$ cat config.mk
export PLATFORM = sky130hd
export DESIGN_NAME = led_pattern_gen
export DESIGN_NICKNAME = d
export VERILOG_FILES = /design/src/rtl/led_pattern_gen.sv
export SDC_FILE = /design/constraint.sdc
export NUM_CORES = 1
export LEC_CHECK = 0
export ABC_AREA = 1
export CAP_MARGIN = 20
export CORE_UTILIZATION = 45
export CTS_CLUSTER_SIZE = 28
export DETAILED_ROUTE_END_ITERATION = 8
export PLACE_DENSITY_LB_ADDON = 0.1
export SLEW_MARGIN = 20
export SYNTH_ARGS = -nofsm -noshare
export SYNTH_HDL_FRONTEND = slang
export SYNTH_SLANG_ARGS = --single-unit
$ cat constraint.sdc
create_clock -name clk -period 1.8 [get_ports clk]
set_input_delay 0.36 -clock clk [delete_from_list [all_inputs] [get_ports clk]]
set_output_delay 0.36 -clock clk [all_outputs]
set_load 0.005 [all_outputs]
$ cat src/rtl/led_pattern_gen.sv
// Eight-channel LED status driver: per-channel off/on/slow/fast blink modes,
// shared tick-based blink phases, and a timed lamp test that forces all LEDs green.
module led_pattern_gen #(
    parameter int TICK_DIV   = 100000,
    parameter int SLOW_HALF  = 500,
    parameter int FAST_HALF  = 125,
    parameter int TEST_TICKS = 1000
) (
    input  logic       clk,
    input  logic       rst,
    input  logic       wr_en,
    input  logic [2:0] wr_addr,
    input  logic [1:0] wr_data,
    input  logic       lamp_test,
    output logic [7:0] led,
    output logic       test_busy
);

    localparam int PW = $clog2(TICK_DIV);

    localparam logic [1:0] MODE_OFF  = 2'b00;
    localparam logic [1:0] MODE_ON   = 2'b01;
    localparam logic [1:0] MODE_SLOW = 2'b10;
    localparam logic [1:0] MODE_FAST = 2'b11;

    typedef enum logic {IDLE, TEST} state_t;

    logic [PW-1:0] presc;
    logic          tick;
    logic [15:0]   slow_cnt;
    logic [15:0]   fast_cnt;
    logic          slow_phase;
    logic          fast_phase;
    logic [1:0]    mode [8];
    logic          lamp_prev;
    logic          lamp_edge;
    state_t        state;
    state_t        state_next;
    logic [15:0]   test_cnt;
    logic [7:0]    led_next;
    logic          busy_next;

    assign tick = (presc == PW'(TICK_DIV - 1));

    // NOTE: clocked state uses non-blocking assignments so every register
    // samples pre-edge values regardless of process ordering.
    always_ff @(posedge clk or negedge rst) begin
        if (!rst) begin
            presc <= '0;
        end else if (tick) begin
            presc <= '0;
        end else begin
            presc <= presc + 1'b1;
        end
    end

    // Blink phases are free-running so all channels of one rate stay in phase.
    always_ff @(posedge clk or negedge rst) begin
        if (!rst) begin
            slow_cnt   <= '0;
            slow_phase <= 1'b0;
            fast_cnt   <= '0;
            fast_phase <= 1'b0;
        end else if (tick) begin
            if (slow_cnt == 16'(SLOW_HALF - 1)) begin
                slow_cnt   <= '0;
                slow_phase <= ~slow_phase;
            end else begin
                slow_cnt <= slow_cnt + 16'd1;
            end
            if (fast_cnt == 16'(FAST_HALF - 1)) begin
                fast_cnt   <= '0;
                fast_phase <= ~fast_phase;
            end else begin
                fast_cnt <= fast_cnt + 16'd1;
            end
        end
    end

    // NOTE: the mode array is small and must read as "off" after reset, so it
    // is built from resettable flops rather than a RAM.
    always_ff @(posedge clk or negedge rst) begin
        if (!rst) begin
            for (int i = 0; i < 8; i++) mode[i] <= MODE_OFF;
        end else if (wr_en) begin
            mode[wr_addr] <= wr_data;
        end
    end

    always_ff @(posedge clk or negedge rst) begin
        if (!rst) begin
            lamp_prev <= 1'b0;
        end else begin
            lamp_prev <= lamp_test;
        end
    end

    assign lamp_edge = lamp_test & ~lamp_prev;

    always_ff @(posedge clk or negedge rst) begin
        if (!rst) begin
            state <= IDLE;
        end else begin
            state <= state_next;
        end
    end

    always_comb begin
        state_next = state;
        case (state)
            IDLE: if (lamp_edge) state_next = TEST;
            TEST: if (tick && (test_cnt == 16'(TEST_TICKS - 1))) state_next = IDLE;
        endcase
    end

    always_ff @(posedge clk or negedge rst) begin
        if (!rst) begin
            test_cnt <= '0;
        end else if ((state == IDLE) && lamp_edge) begin
            test_cnt <= '0;
        end else if ((state == TEST) && tick) begin
            test_cnt <= test_cnt + 16'd1;
        end
    end

    // NOTE: every output of this comb block gets a default first, so no
    // path through the case/loop can infer a latch.
    always_comb begin
        busy_next = (state_next == TEST);
        led_next  = '0;
        if (busy_next) begin
            led_next = '1;
        end else begin
            for (int i = 0; i < 8; i++) begin
                case (mode[i])
                    MODE_OFF:  led_next[i] = 1'b0;
                    MODE_ON:   led_next[i] = 1'b1;
                    MODE_SLOW: led_next[i] = slow_phase;
                    MODE_FAST: led_next[i] = fast_phase;
                endcase
            end
        end
    end

    always_ff @(posedge clk or negedge rst) begin
        if (!rst) begin
            led       <= '0;
            test_busy <= 1'b0;
        end else begin
            led       <= led_next;
            test_busy <= busy_next;
        end
    end

endmodule
==> impl_metrics.env <==
export IMPL_outcome="finished clean"
export IMPL_finalClockSkew_ns=0.005851
export IMPL_grt_pass1_vias=4233
export IMPL_crit_required_ns=1.44
export IMPL_areaGrowthSynthToFinish_pct=14.91
export IMPL_dp_final_hpwl_um=7992
export IMPL_placed_cells=844
export IMPL_max_stage_delay_ns=0.54
export IMPL_timing_hold_ws_ns=0.4152
export IMPL_power_frac_clock_pct=42.2
export IMPL_core_mm2=0.01098
export IMPL_pwr_density_cell_mw_per_mm2=758.8
export IMPL_viasPerCell=5.098
export IMPL_crit_start="test_busy$_DFF_PN0_"
export IMPL_crit_family="buffers and inverters"
export IMPL_synth_largest_area_cell="dfrtp_1"
export IMPL_hold_viol_final=0
export IMPL_post_route_util_pct=53.55
export IMPL_ir_drop_v=0.0006981
export IMPL_r2r_start="presc[13]$_DFF_PN0_"
export IMPL_fmax_ghz=0.5850
export IMPL_path_cells="clkdlybuf4s50_1"
export IMPL_finalSetupTns_ns=0
export IMPL_cp_end_kind="output pin"
export IMPL_cts_max_level=3
export IMPL_clkTransAtPathRegs_ns=0.06
export IMPL_top_level_ports=18
export IMPL_worstSetupStartpointType="register"
export IMPL_io_buffers=17
export IMPL_grt_util_met2_pct=34.95
export IMPL_clock_sinks=93
export IMPL_grt_usage_pct=21.16
export IMPL_seq_power_share_pct=51.4
export IMPL_grtUsageMet3_pct=4.603
export IMPL_drtIter0Drc=219
export IMPL_drive_gt1_share_pct=8.929
export IMPL_ys_dominant_reg_cell="dfrtp_1"
export IMPL_n_fill_cell=1037
export IMPL_final_antenna_net_count=0
export IMPL_drv_slew=0
export IMPL_place_area_mm2=0.005507
export IMPL_synth_avg_cell_area_um2=7.451
export IMPL_power_frac_comb_pct=6.4
export IMPL_start_util_pct=46.61
export IMPL_synth_nets=701
export IMPL_swShare_pct=23.91
export IMPL_multi_input_area_mm2=0.002447
export IMPL_synth_common_cells="nand2_1, nor2_1, dfrtp_1, inv_1, nand3_1"
export IMPL_clk_latency_ns=0.34
export IMPL_wl_um=11270
export IMPL_synth_edf_count=0
export IMPL_synth_top_area_share_pct=45.47
export IMPL_synth_seq_cells=93
export IMPL_finalSetupViolations=0
export IMPL_dpl_worst_slack_ns=0.06594
export IMPL_grt_util_met1_pct=27.55
export IMPL_nNetsFinal=737
export IMPL_arrival_ns=1.35
export IMPL_period_needed_ns=1.710
export IMPL_crit_buf_inv=1
export IMPL_min_delay_path_class="in -> async"
export IMPL_cts_buffers_inserted=9
export IMPL_gp_congestion=0.9082
export IMPL_leakage_nw=2.807
export IMPL_cts_root_buf="clkbuf_16"
export IMPL_ys_types=32
export IMPL_antenna_found_initial=0
export IMPL_post_route_period_util_pct=94.97
export IMPL_tightest_slew_ns=0.4191
export IMPL_stdcell_count=868
export IMPL_relSlewSlack_pct=72.02
export IMPL_grt_pass1_wl_um=19660
export IMPL_cts_tree="built"
export IMPL_worst_slack_ns=0.09046
export IMPL_drc=0
export IMPL_num_rows=38
export IMPL_diodes=0
export IMPL_async_flop_share_pct=100.0
export IMPL_yosys_top_cells_area="dfrtp_1, nand2_1, nor2_1"
export IMPL_ff_latch_area_mm2=0.002328
export IMPL_slowest_stage="clkdlybuf4s50_1"
export IMPL_ys_warn_count=0
export IMPL_die_area_mm2=0.01180
export IMPL_path_max_fanout=8
export IMPL_max_cap_violations=0
export IMPL_intPower_mw=3.396
export IMPL_switchingPower_mw=1.067
export IMPL_path_class="reg -> out"
export IMPL_syn_area_mm2=0.005119
export IMPL_first_pass_iters=4
export IMPL_die_y_um=108.7
export IMPL_grt_busiest_layer="met2"
export IMPL_yosysMostFrequentCell="nand2_1"
export IMPL_synth_cells=687
export IMPL_grt_max_degree=60
export IMPL_power_total_mw=4.463
export IMPL_gr_total_overflow=0
export IMPL_dieWidth_um=108.7
export IMPL_design_area_mm2=0.005882
export IMPL_clockBufferDepth=2
export IMPL_vias=4425
export IMPL_synth_seq_area_share_pct=45.47
export IMPL_drt_wirelength_per_cell_um=12.99
[cell usage in the layout (no fill, tap or decap), types with 2 or more instances in the layout]
cell type,instances
nor2_4,4
ha_1,5
a21oi_1,22
nand2_4,4
inv_1,73
clkdlybuf4s50_1,16
clkbuf_16,9
inv_2,5
buf_4,17
nor3_1,29
buf_12,2
nand3b_1,4
xor2_1,21
o21bai_1,2
a31o_2,7
nor2_2,3
nand2_1,181
dfrtp_1,92
nand3_2,2
clkinv_2,3
xnor2_1,3
nand4_1,16
nand3_1,66
a31oi_1,2
nor2_1,103
o21ai_0,23
[registers in the layout, summed over array words and instances (netlist names)]
signal	flops
presc	17
slow_phase	1
slow_cnt	16
mode	16
led	8
fast_phase	1
test_cnt	16
fast_cnt	16
test_busy	1
lamp_prev	1
[path summary, 6_finish.rpt]
path | endpoint | slack, ns | cells after the start
setup / recovery | test_busy | 0.09 | 1
hold / removal | presc[14]$_DFF_PN0_ | 0.42 | 2
setup reg to reg | led[7]$_DFF_PN0_ | 0.14 | 7
hold reg to reg | fast_cnt[15]$_DFFE_PN0N_ | 0.48 | 1
max in group asynchronous | test_busy$_DFF_PN0_ | 0.78 | 3
min in group clk | fast_cnt[15]$_DFFE_PN0N_ | 0.48 | 1
[cells by family after synthesis]
| group | after synthesis | synth area share (%) |
|---|---|---|
| simple gates | 416 | 35.69 |
| flops | 93 | 45.47 |
| buf+inv | 92 | 7.235 |
| compound gates | 57 | 6.282 |
| xor+xnor | 24 | 4.107 |
| fa+ha+maj | 5 | 1.222 |
[layout make-up]
cell class	instances	area share, %
clock buffer	10	3.893
clock inverter	6	1.042
inverter	80	5.148
multi-input combinational	503	41.61
sequential	93	39.59
tap	140	2.978
timing repair buffer	36	5.743
[power groups by stage]
stage               Sequential [mW]  Combinational, mW  Clock [mW]
global placement               2.32              0.284           0
global route                   2.31              0.345        2.01
detailed placement             2.33              0.290           0
CTS                            2.29              0.292        1.94
floorplan                      2.30              0.188           0
finish                         2.29              0.288        1.88
[per-layer routing]
layer	wire length, um	up-vias
met5	0	-
met4	157	0
met1	5491	2078
li1	-	2280
met3	332	9
met2	5289	58
[timing repair]
action / CTS / global route
gates cloned: 0 / 1
hold buffers: 1 / 0
setup buffers: 0 / 6
endpoints found under the setup margin: 1 / 39
pin swaps: 0 / 3
hold endpoints to repair: 13 / 0
resized for setup: 1 / 6
No activity file was read; power rests on OpenSTA's default activity.
